## src/rtl/rep_chk_pkg.sv

```systemverilog
// Purpose : shared types for the repetition checker (modes, fail causes, FSM states).
// Latency : n/a (types only).
// Backpressure: n/a.
package rep_chk_pkg;

    // Repetition kind applied to busy before the ##1 gnt check.
    typedef enum logic [1:0] {
        REP_CON    = 2'd0,   // busy[*N]
        REP_GOTO   = 2'd1,   // busy[->N]
        REP_NONCON = 2'd2    // busy[=N]
    } rep_mode_e;

    // Cause code reported alongside a fail pulse.
    typedef enum logic [2:0] {
        FC_NONE       = 3'd0,
        FC_BUSY_GAP   = 3'd1,
        FC_NO_GNT     = 3'd2,
        FC_EXTRA_BUSY = 3'd3,
        FC_TIMEOUT    = 3'd4
    } fail_cause_e;

    // Per-channel attempt state.
    typedef enum logic [1:0] {
        ST_IDLE    = 2'd0,
        ST_COUNT   = 2'd1,
        ST_GNT_CHK = 2'd2
    } chk_state_e;

    // Repetition counter width; holds BUSY_N up to 15.
    localparam int REP_W = 4;

endpackage

```

## src/rtl/rep_chk_ch.sv

```systemverilog
// Purpose : one channel of the repetition checker; tracks a single req -> busy-repetition -> gnt attempt.
// Latency : pass/fail/overlap are registered, high for one cycle after the deciding sample.
// Backpressure: none; inputs are observed every cycle, a req while active only raises overlap.
// Ports   : clk, rst (sync, active-high), req/busy/gnt in; pass, fail, fail_cause[2:0], overlap out.
module rep_chk_ch
    import rep_chk_pkg::*;
#(
    parameter rep_mode_e MODE    = REP_CON,
    parameter int        BUSY_N  = 3,
    parameter int        TIMEOUT = 64
) (
    input  logic       clk,
    input  logic       rst,
    input  logic       req,
    input  logic       busy,
    input  logic       gnt,
    output logic       pass,
    output logic       fail,
    output logic [2:0] fail_cause,
    output logic       overlap
);

    localparam int AGE_W = $clog2(TIMEOUT + 1);

    chk_state_e         state_q,   state_d;
    logic [REP_W-1:0]   rep_q,     rep_d;
    logic [AGE_W-1:0]   age_q,     age_d;
    logic               pass_q,    pass_d;
    logic               fail_q,    fail_d;
    fail_cause_e        cause_q,   cause_d;
    logic               overlap_q, overlap_d;

    logic [REP_W-1:0]   rep_inc;
    logic [AGE_W-1:0]   age_inc;

    assign rep_inc = rep_q + REP_W'(1);
    assign age_inc = age_q + AGE_W'(1);

    always_comb begin
        state_d   = state_q;
        rep_d     = rep_q;
        age_d     = age_q;
        pass_d    = 1'b0;
        fail_d    = 1'b0;
        cause_d   = FC_NONE;
        overlap_d = 1'b0;

        case (state_q)
            ST_IDLE: begin
                // The req cycle only arms the attempt; busy is first sampled next cycle.
                if (req) begin
                    state_d = ST_COUNT;
                    rep_d   = '0;
                    age_d   = '0;
                end
            end
            ST_COUNT: begin
                age_d = age_inc;
                // gnt is deliberately not looked at while counting.
                if (busy) begin
                    rep_d = rep_inc;
                    if (rep_inc == REP_W'(BUSY_N)) begin
                        state_d = ST_GNT_CHK;
                    end
                end else if (MODE == REP_CON) begin
                    fail_d  = 1'b1;
                    cause_d = FC_BUSY_GAP;
                end
            end
            ST_GNT_CHK: begin
                age_d = age_inc;
                if (gnt) begin
                    pass_d = 1'b1;
                end else if (MODE == REP_NONCON) begin
                    // Non-consecutive: idle cycles may precede gnt, another busy may not.
                    if (busy) begin
                        fail_d  = 1'b1;
                        cause_d = FC_EXTRA_BUSY;
                    end
                end else begin
                    fail_d  = 1'b1;
                    cause_d = FC_NO_GNT;
                end
            end
            default: begin
                state_d = ST_IDLE;
            end
        endcase

        if (state_q != ST_IDLE) begin
            // Timeout only fires when nothing else decided this cycle.
            if (!pass_d && !fail_d && age_inc == AGE_W'(TIMEOUT)) begin
                fail_d  = 1'b1;
                cause_d = FC_TIMEOUT;
            end
            if (pass_d || fail_d) begin
                // A req in the deciding cycle starts a fresh attempt back-to-back.
                state_d = req ? ST_COUNT : ST_IDLE;
                rep_d   = '0;
                age_d   = '0;
            end else if (req) begin
                overlap_d = 1'b1;
            end
        end
    end

    always_ff @(posedge clk) begin
        if (rst) begin
            state_q   <= ST_IDLE;
            rep_q     <= '0;
            age_q     <= '0;
            pass_q    <= 1'b0;
            fail_q    <= 1'b0;
            cause_q   <= FC_NONE;
            overlap_q <= 1'b0;
        end else begin
            state_q   <= state_d;
            rep_q     <= rep_d;
            age_q     <= age_d;
            pass_q    <= pass_d;
            fail_q    <= fail_d;
            cause_q   <= cause_d;
            overlap_q <= overlap_d;
        end
    end

    assign pass       = pass_q;
    assign fail       = fail_q;
    assign fail_cause = cause_q;
    assign overlap    = overlap_q;

endmodule

```

## config.mk

```make
export PLATFORM = sky130hd
export DESIGN_NAME = rep_chk_ch
export DESIGN_NICKNAME = d
export VERILOG_FILES = /design/src/rtl/rep_chk_pkg.sv /design/src/rtl/rep_chk_ch.sv
export SDC_FILE = /design/constraint.sdc
export NUM_CORES = 1
export LEC_CHECK = 0
export ABC_AREA = 1
export BUFFER_PORTS_ARGS = -buffer_cell sky130_fd_sc_hd__buf_2
export CAP_MARGIN = 25
export CORE_ASPECT_RATIO = 1.1
export CORE_MARGIN = 3
export CORE_UTILIZATION = 35
export DETAILED_ROUTE_END_ITERATION = 16
export GPL_TIMING_DRIVEN = 0
export REMOVE_ABC_BUFFERS = 1
export SLEW_MARGIN = 0
export SYNTH_ARGS = -nofsm -noshare
export SYNTH_HDL_FRONTEND = slang
export SYNTH_SLANG_ARGS = --single-unit
export TNS_END_PERCENT = 10
```

## constraint.sdc

```tcl
create_clock -name clk -period 1.6 [get_ports clk]
set_input_delay 0.4 -clock clk [delete_from_list [all_inputs] [get_ports clk]]
set_output_delay 0.4 -clock clk [all_outputs]
set_load 0.02 [all_outputs]
```

======== Yosys cells after proc, flatten, opt, wreduce, memory -nomap -nowiden ========
Index checks and enable logic that the tools add are counted.
cells by class
  mux-type cells .......................... 30
  bitwise operators ....................... 1
  add/subtract/negate cells ............... 2
  eq/ne operators ......................... 4
  reductions and logical operators ........ 9
operators by type and width
  operator                                       count
  two-way mux 7 bit                              3
  two-way mux 4 bit                              4
  one-hot mux 7 bit (2 select lines)             1
  two-way mux 2 bit                              6
  two-way mux 1 bit                              10
  one-hot mux 4 bit (2 select lines)             1
  adder 7 x 1 -> 7 bit, second input constant    1
  == test 7 bit, second input constant           1
  two-way mux 3 bit                              2
  one-hot mux 2 bit (3 select lines)             1
  adder 4 x 1 -> 4 bit, second input constant    1
  == test 4 x 2 -> 1 bit, second input constant  1
  one-hot mux 2 bit (2 select lines)             1
  OR reduction 3 bit                             1
  == test 2 x 1 -> 1 bit, second input constant  1
  == test 2 bit, second input constant           1
  logical AND 1 bit                              2
  zero test 1 bit                                2
  zero test 2 bit                                1
  one-hot mux 1 bit (2 select lines)             1
  nonzero test 2 bit                             1
  OR reduction 2 bit                             1
  logical OR 1 bit                               1
  inverter 1 bit                                 1
word-level totals
  word-level logic and storage cells ...... 53
  output and inout bits ................... 6
  register bits ........................... 19
  input bits .............................. 5

======== Longest topological paths before layout ========
Gate-level depths: netlist of run 1.
  depth after elaboration ................. 10
  gate-level depth with buffers ........... 13
  mapped depth without buffers ............ 13

======== Least setup slack after synthesis of run 1 ========
Ideal clock, no wire load.
  kind .................................... reg-to-reg
  start ................................... reg state_q[0]
  end ..................................... reg age_q[4]
  data arrival time ....................... 1581 ps
  stages on the path, launching flop included .. 14
  data required time ...................... 1482 ps
  path buffers ............................ 1
  slack ................................... -99 ps
  library setup time ...................... 118 ps
  clock period less this slack ............ 1699 ps
  cells stage by stage .................... dfxtp_1 inv_1 ha_1 nand3_1 nand2_1 nor2_1 nand2_1 nor2_1 nand2_1 nand2_1 nand2_2 nand2_2 buf_6 nor2_1
on the way
  longest elaborated chain between the ends .. 10
  elaborated cells on any way between the ends .. 17
  classes of those cells .................. eq/ne: 2; mux: 7; reduce/logical: 8
RTL lines
  element                                                                         line               source
  start: declaration                                                              rep_chk_ch.sv:25   chk_state_e state_q, state_d;
  start signal: assignment                                                        rep_chk_ch.sv:117  state_q <= state_d;
  == test 2 bit / == test 2 x 1 -> 1 bit (equally long branches)                  rep_chk_ch.sv:48   case (state_q)
  one-hot mux 1 bit (2 select lines) / two-way mux 1 bit (equally long branches)  rep_chk_ch.sv:48
  zero test 1 bit                                                                 rep_chk_ch.sv:92   if (!pass_d && !fail_d && age_inc == AGE_W'(TIMEOUT)) begin
  logical AND 1 bit (2 in a row)                                                  rep_chk_ch.sv:92
  two-way mux 1 bit                                                               rep_chk_ch.sv:92
  two-way mux 1 bit                                                               rep_chk_ch.sv:90   if (state_q != ST_IDLE) begin
  logical OR 1 bit                                                                rep_chk_ch.sv:96   if (pass_d || fail_d) begin
  two-way mux 7 bit                                                               rep_chk_ch.sv:96
  two-way mux 7 bit (*)                                                           rep_chk_ch.sv:90
  end signal: assignment                                                          rep_chk_ch.sv:119  age_q <= age_d;
  end: declaration                                                                rep_chk_ch.sv:27   logic [AGE_W-1:0] age_q, age_d;
Every way passes the cells marked *; elsewhere a longest branch is shown, timed or not. The select of a mux whose other input is x is not followed.
A chain may end at the register's enable or synchronous reset.

======== Worst setup path after layout of run 1 ========
  start ................................... reg state_q[0]
  end ..................................... reg state_q[0]
on the way
  longest elaborated chain between the ends .. 10
  elaborated cells on any way between the ends .. 19
  classes of those cells .................. eq/ne: 2; mux: 10; reduce/logical: 7
RTL lines
  element                                                                         line
  == test 2 bit / == test 2 x 1 -> 1 bit (equally long branches)                  rep_chk_ch.sv:48
  one-hot mux 1 bit (2 select lines) / two-way mux 1 bit (equally long branches)  rep_chk_ch.sv:48
  zero test 1 bit                                                                 rep_chk_ch.sv:92
  logical AND 1 bit (2 in a row)                                                  rep_chk_ch.sv:92
  two-way mux 1 bit                                                               rep_chk_ch.sv:92
  two-way mux 1 bit                                                               rep_chk_ch.sv:90
  logical OR 1 bit                                                                rep_chk_ch.sv:96
  two-way mux 2 bit                                                               rep_chk_ch.sv:96
  two-way mux 2 bit (*)                                                           rep_chk_ch.sv:90
Marked as above.

==> key figures, run 1 <==
Status
  – Status: finished with violations
  – Failing checks: setup timing

STA
  – Hold Vio Cnt, Final: 0
  – Setup violation total in the final timing report: 7
  – Final slew viol count: 0
  – Setup TNS: -0.0698 ns
  – Period Utilization, post-route: 1.02
  – Final worst path period need: 1.63 ns
  – F_max: 615 MHz
  – Hold WS: ~0.31 ns
  – Clock Skews: 0.00524 ns
  – Headroom to the max-slew limit: 0.828
  – Tightest Pin Transition: 0.258 ns
  – RSZ-0062 raised after global routing: yes
  – Worst setup margin: -0.0263 ns

Clock network
  – CTS root buffer: clkbuf_4
  – Clk Latency, worst-skew pair: 0.30 ns
  – Clock tree sinks: 19
  – Worst-path clk slew: 0.11 ns
  – Cts bufs inserted: 3
  – CTS max path bufs: 2
  – Htree depth: 1
  – CTS tree: done

Layout
  – Final nets: ~190
  – Layout overhead on the synthesized area: 32.7%
  – Util after Layout: 0.489
  – Layout cells sized above 1: 0.287
  – Antenna diodes: 0
  – Cell Count, Final, Fillers Out: 207

Placed design
  – Port-buffer cells: 10
  – Final Wtd Congestion: between 0.7 and 0.8
  – DP HPWL: roughly 1500 um
  – Placed Cells incl. Taps: 193

Pwr
  – Cell internal pwr: 0.000653 W
  – VDD IR max: 0.000492 V
  – Pwr/cell area: 679 mW/mm2
  – Clock power frac: 0.267
  – Static Leak: 0.597 nW
  – Sequential power share: 0.542
  – Comb pwr share: 0.192
  – Psw: 0.000277 W
  – Switching Share: 0.298

Floorplan
  – DIE AREA: 0.00364 mm2
  – Rows: 20
  – Vert. Die Dim: 63.0 um
  – Die width: 57.8 um
  – Core ar.: approximately 0.0028 mm2
  – Ports: 11
  – Initial core utilization: 0.368

Routing
  – Via Count: 998
  – Drt wl/cell: 10.8 um
  – DR iter-0 viols: 26
  – Vias per cell: slightly below 5
  – DRC errors left: 0
  – TritonRoute pass-1 iters: 4
  – DRT Wirelength: 2250 um
  – Routed Antenna Nets: 0

Worst setup path
  – Startpoint types: flip-flop
  – Setup CP Type: reg -> reg
  – Worst path top cell family by delay: simple AND/OR/NAND/NOR gates
  – CP cell instances: inv_6, ha_4, nand3_4, nand2_4, nor2_4, nand2_2, nor2_2, nand2_1, nand2_2, nand2_4, nand2_2, nand2_1, nor2_1
  – Crit Path Max Fanout: 4
  – Critical Path AT: 1.87 ns
  – CP endpoint kind: flip-flop
  – Top cell by count, worst path: nand2_2
  – CP max-delay cell: dfxtp_4
  – WP data required: between 1.5 and 2 ns
  – Crit path buf inv count: 1
  – Max stage delay on crit path: 0.41 ns

Hold path
  – Hold Crit Class: in -> reg

Synth
  – Synth area leaders: dfxtp_1 (37%), nand2_1 (13%), nor2_1 (11%)
  – Yosys cell types: 18
  – Mapped Cells: between 150 and 200
  – Ys Warns: 0
  – Fraction of registers with async set/reset: 0
  – Number of enable-type register cells in the synthesized netlist: 0
  – #FFs+latches synth: 19
  – Syn avg cell area: 6.84 um2
  – Most frequent cell after synthesis: nand2_1
  – Post-Syn Area: 0.00103 mm2
  – Commonest cells in the netlist: nand2_1 (36), nor2_1 (29), inv_1 (21)
  – Register area share after synthesis: 0.368
  – Area leader, netlist: dfxtp_1
  – Top FF cell, synth: dfxtp_1
  – Area share of the largest cell type after synthesis: 0.368

Global route
  – Global Route Usage Sum: 0.134
  – Vias in the first global route: 930
  – Grt ovf: 0
  – Largest net degree at the start of global routing: 12
  – Initial antenna violation count: 0
  – Global-route wire length before repair: 3970 um

Job
  – Max-cap violations: 0
## through the flow
stage | area [um2] | total power, W | setup WS [ns]
final | 1370 | 0.000930 | -0.0263
after global routing | 1370 | 0.000988 | -0.148
after CTS | 1300 | 0.000922 | -0.0470
after detailed placement | 1110 | 0.000624 | -0.339
after global placement | 1110 | 0.000622 | -0.307
after floorplan | 1020 | 0.000590 | -0.0730
## area by class of cell
class                           count  area (um2)
Multi-Input combinational cell    111         693
Timing Repair Buffer               19         130
Tap cell                           33        41.3
Fill cell                         289        1430
Clock inverter                      1        5.00
Clock buffer                        3        22.5
Sequential cell                    19         390
Inverter                           21        87.6
## per-layer routing
layer / GRT usage / part of all wire / routed length [um]
met4: 0.0435 / 0.015 / 34
met2: 0.233 / 0.52 / 1170
met5: 0 / 0 / 0
met3: 0.0207 / 0.024 / 54
met1: 0.166 / 0.44 / 987
## power groups by stage
stage | Combinational, W | Clock [W] | Sequential, W
after floorplan | 0.0000828 | 0 | 0.000507
after global placement | 0.000116 | 0 | 0.000506
after global routing | 0.000202 | 0.000280 | 0.000506
after detailed placement | 0.000118 | 0 | 0.000506
final | 0.000178 | 0.000248 | 0.000504
after CTS | 0.000163 | 0.000259 | 0.000500
## worst reg2reg max path: cells and delay by family (launching register included)
kind,cells,cell delay [ns]
simple gates,11,0.86
flops,1,0.41
buf+inv,1,0.05
fa+ha+maj,1,0.26
## cells in the final DEF (no fill, tap or decap)
master | netlist | final
a21oi_1 | 7 | 7
a21oi_2 | 1 | 1
a22oi_1 | 2 | 2
a31oi_1 | 1 | 1
a32oi_1 | 1 | 1
buf_12 | 0 | 1
buf_2 | 0 | 10
buf_4 | 0 | 8
clkbuf_4 | 0 | 3
clkinv_2 | 0 | 1
clkinvlp_4 | 0 | 1
dfxtp_1 | 19 | 15
dfxtp_2 | 0 | 2
dfxtp_4 | 0 | 2
ha_1 | 8 | 4
ha_4 | 0 | 4
inv_1 | 21 | 18
inv_2 | 0 | 1
inv_6 | 0 | 1
nand2_1 | 36 | 31
nand2_2 | 2 | 4
nand2_4 | 0 | 4
nand3_1 | 11 | 8
nand3_2 | 0 | 1
nand3_4 | 0 | 2
nand4_1 | 2 | 2
nor2_1 | 29 | 26
nor2_2 | 0 | 2
nor2_4 | 0 | 1
o21ai_0 | 6 | 5
o21ai_1 | 1 | 2
o21bai_2 | 1 | 1
xor2_1 | 2 | 2
## path summary, 6_finish.rpt
| kind | from | to | slack, ns | cells after the start |
|---|---|---|---|---|
| max | state_q[0]$_SDFF_PP0_ | state_q[0]$_SDFF_PP0_ | -0.03 | 13 |
| min | rst | fail_cause[0]$_SDFF_PP0_ | 0.31 | 2 |
| max reg2reg | state_q[0]$_SDFF_PP0_ | state_q[0]$_SDFF_PP0_ | -0.03 | 13 |
| min reg2reg | age_q[6]$_SDFF_PP0_ | age_q[6]$_SDFF_PP0_ | 0.48 | 2 |
## logic make-up (layout without fill, tap and decap cells)
group           Yosys count  after routing  synth area share
buf+inv                  22             44            0.0873
xor+xnor                  2              2            0.0170
flops                    19             19             0.368
compound gates           20             20             0.116
fa+ha+maj                 8              8            0.0970
simple gates             80             81             0.314
## registers in the layout, indices dropped and copies added (netlist names)
signal and flops:
fail 1, overlap 1, age_q 7, rep_q 4
state_q 2, pass 1, fail_cause 3
## repair_timing
| item | CTS | global route |
|---|---|---|
| pin swaps | 12 | 11 |
| setup buffers | 6 | 3 |
| resized for setup | 24 | 13 |
| hold buffers | 0 | 0 |
| hold endpoints to repair | 0 | 0 |
| endpoints found under the setup margin | 17 | 16 |
| cloned | 1 | 0 |
Note: power is estimated with default switching activity, not from simulation.
==> run 2: changes to the inputs <==
ABC_AREA = 0   (was 1)
==> run 2 against run 1 <==
Effect of this change:
- the run still ends with setup timing left
- sequential share of layout area grew 2.5 points
- count of clock-buffer cells in the layout stayed put
- first-iteration DRC count grew 69%
- maximum frequency is 19% lower
- synthesized area rose by 2.3%
- combinational power rose by 51%
- via count down 7.2%
- sequential power increased by 7.5%
- die area grew 2.1%
- largest cell class unchanged
- highest routed layer unchanged
==> key figures, run 2 <==
Synth
  – Area leader, netlist: dfxtp_1
  – Top FF cell, synth: dfxtp_1
  – Register area share after synthesis: 0.360 (-0.00830)
  – Syn avg cell area: 8.66 um2 (+27%)
  – Synth area leaders: dfxtp_1 (36%), ha_1 (9.5%), a22oi_1 (5.7%)
  – Fraction of registers with async set/reset: 0 (unchanged)
  – Post-Syn Area: 0.00106 mm2 (+2.3%)
  – #FFs+latches synth: 19 (unchanged)
  – Area share of the largest cell type after synthesis: 0.360 (-0.00830)
  – Ys Warns: 0 (unchanged)
  – Yosys cell types: 34 (+16)
  – Number of enable-type register cells in the synthesized netlist: 0 (unchanged)
  – Commonest cells in the netlist: dfxtp_1 (19), nor2_1 (15), nand2_1 (9)
  – Most frequent cell after synthesis: dfxtp_1
  – Mapped Cells: 122 (-19%)

Worst setup path
  – CP endpoint kind: flip-flop
  – Worst R2R Start: age_q[1]$_SDFF_PP0_
  – FF-to-FF path depth: 6 (-7)
  – R2R Setup Slk: -0.40 ns (-0.38 ns)
  – Startpoint types: flip-flop
  – Critical Path AT: 2.19 ns (+0.32 ns)
  – Setup CP Type: reg -> reg
  – WP data required: 1.79 ns (-0.05 ns)
  – Worst reg2reg path endpoint: fail_cause[1]$_SDFF_PP0_
  – Crit Path Max Fanout: 4 (unchanged)

STA
  – RSZ-0062 raised after global routing: yes
  – Hold Vio Cnt, Final: 0 (unchanged)
  – Final worst path period need: 2.00 ns (+0.376 ns)
  – Clock Skews: 0.00141 ns (-0.00383 ns)
  – Hold WS: 0.305 ns (-0.000276 ns)
  – Final slew viol count: 0 (unchanged)
  – Tightest Pin Transition: 0.528 ns (+0.270 ns)
  – Worst setup margin: -0.402 ns (-0.376 ns)
  – Setup violation total in the final timing report: 17 (+10)
  – Headroom to the max-slew limit: 0.647 (-0.181)
  – F_max: 500 MHz (-19%)
  – Period Utilization, post-route: 1.25 (+0.235)

Global route
  – Vias in the first global route: 874 (-6.0%)
  – Initial antenna violation count: 0 (unchanged)
  – Global Route Usage Sum: 0.127 (-0.00706)
  – Grt ovf: 0 (unchanged)
  – Largest net degree at the start of global routing: 12 (unchanged)
  – Global-route wire length before repair: 3780 um (-4.7%)

Floorplan
  – Core ar.: 0.00283 mm2 (+0.89%)
  – Initial core utilization: 0.373 (+0.00515)
  – Rows: 20 (unchanged)
  – Die width: 58.4 um (+1.0%)
  – Ports: 11 (unchanged)
  – Vert. Die Dim: 63.6 um (+1.0%)
  – DIE AREA: 0.00371 mm2 (+2.1%)

Clock network
  – CTS Hold Buffers Added: 0 (unchanged)
  – Worst-path clk slew: 0.10 ns (about the same)
  – CTS root buffer: clkbuf_4
  – Clk Latency, worst-skew pair: 0.29 ns (about the same)
  – CTS max path bufs: 2 (unchanged)
  – Cts bufs inserted: 3 (unchanged)
  – CTS tree: done
  – Htree depth: 1 (unchanged)
  – Clock tree sinks: 19 (unchanged)

Layout
  – Layout cells sized above 1: 0.234 (-0.0538)
  – Final nets: 151 (-20%)
  – Antenna diodes: 0 (unchanged)
  – Commonest non-fill, non-tap cells in the layout: dfxtp_1 (16), nor2_1 (15), buf_2 (10)
  – Top reg by flops: age_q
  – Layout overhead on the synthesized area: 19.1%
  – Most common cell after layout, fill and taps aside: dfxtp_1
  – Max reg flops: 7 (unchanged)

Hold path
  – Hold Path Depth: 2 (unchanged)
  – Hold_sp: gnt
  – Hold Crit Class: in -> reg
  – Endpoint, Worst Hold: fail_cause[1]$_SDFF_PP0_

Pwr
  – Static Leak: 0.502 nW (-16%)
  – Pwr/cell area: 830 mW/mm2 (+22%)
  – VDD IR max: 0.000636 V (+29%)

Placed design
  – Setup WS pre-CTS: -0.857 ns (-0.518 ns)
  – Port-buffer cells: 10 (unchanged)
  – DP HPWL: 1560 um (+7.1%)
  – Final Wtd Congestion: 0.827 (+8.8%)

Routing
  – DR iter-0 viols: 44 (+69%)
  – TritonRoute pass-1 iters: 4 (unchanged)
  – DRC errors left: 0 (unchanged)
  – Drt wl/cell: 12.7 um (+17%)
  – Routed Antenna Nets: 0 (unchanged)
  – Via Count: 926 (-7.2%)
  – DRT Wirelength: 2160 um (-4.0%)
  – Vias per cell: 5.45 (+13%)

Job
  – Max-cap violations: 0 (unchanged)

Status
  – Status: finished with violations
  – Failing checks: setup timing
-- run 2: stage by stage --
step	std cells	utilization	power, W	setup TNS (ns)	instance area, um2
final	170	0.445	0.00104	-4.87	1260
after global routing	170	0.445	0.00112	-6.03	1260
after CTS	170	0.441	0.00105	-4.97	1250
after detailed placement	162	0.400	0.000774	-11.38	1130
after global placement	161	0.397	0.000762	-15.38	1120
after floorplan	118	-	0.000705	-9.10	1030
-- run 2: repair_timing --
item	CTS	global route
buffers inserted	4	0
endpoints found under the setup margin	17	17
pin swaps	6	2
resized for setup	13	4
-- run 2: power by group --
group | internal [W] | switching [W] | leakage [nW]
Combinational | 0.000112 | 0.000157 | 0.328
Clock | 0.0000929 | 0.000140 | 0.0177
Sequential | 0.000506 | 0.0000362 | 0.156
-- run 2: cell type report --
type | instances | area, um2
clock inverter | 1 | 5.00
multi-input combinational | 93 | 686
clock buffer | 3 | 22.5
timing repair buffer | 15 | 91.3
sequential | 19 | 389
tap | 33 | 41.3
fill | 280 | 1570
inverter | 6 | 22.5
-- run 2: worst max path at each step --
stage                          endpoint  cells after the start  slack (ns)                start
6_report       fail_cause[1]$_SDFF_PP0_                      6       -0.40  age_q[1]$_SDFF_PP0_
5_1_grt        fail_cause[1]$_SDFF_PP0_                      6       -0.43  age_q[1]$_SDFF_PP0_
4_1_cts        fail_cause[1]$_SDFF_PP0_                      6       -0.41  age_q[1]$_SDFF_PP0_
3_5_place_dp        rep_q[2]$_SDFF_PP0_                      7       -0.86  age_q[0]$_SDFF_PP0_
3_3_place_gp        rep_q[2]$_SDFF_PP0_                      6       -1.16  age_q[0]$_SDFF_PP0_
2_1_floorplan       rep_q[2]$_SDFF_PP0_                      6       -0.68  age_q[0]$_SDFF_PP0_
-- run 2: cells by family (layout without fill, tap and decap cells) --
group,Yosys count,in the layout,synth area share
mux,3,3,0.0284
compound gates,29,29,0.192
xor+xnor,8,8,0.0664
buf+inv,10,25,0.0438
fa+ha+maj,8,8,0.0948
flops,19,19,0.360
simple gates,45,45,0.214
-- run 2: worst max-delay path, stage by stage, from the launching register on --
cell and delay (ns):
dfxtp_4 0.38, ha_4 0.16, xnor2_1 0.12, or4_4 0.53, o2bb2ai_4 0.18, or3b_4 0.40
nor4b_1 0.15
-- run 2: layer usage --
layer  global-route usage  vias to the layer above  part of all wire
met4               0.0522                        0            0.0079
met2                0.196                       18              0.49
met1                0.175                      435              0.47
met5                    0                        -                 0
li1                     -                      471                 -
met3               0.0184                        2             0.031
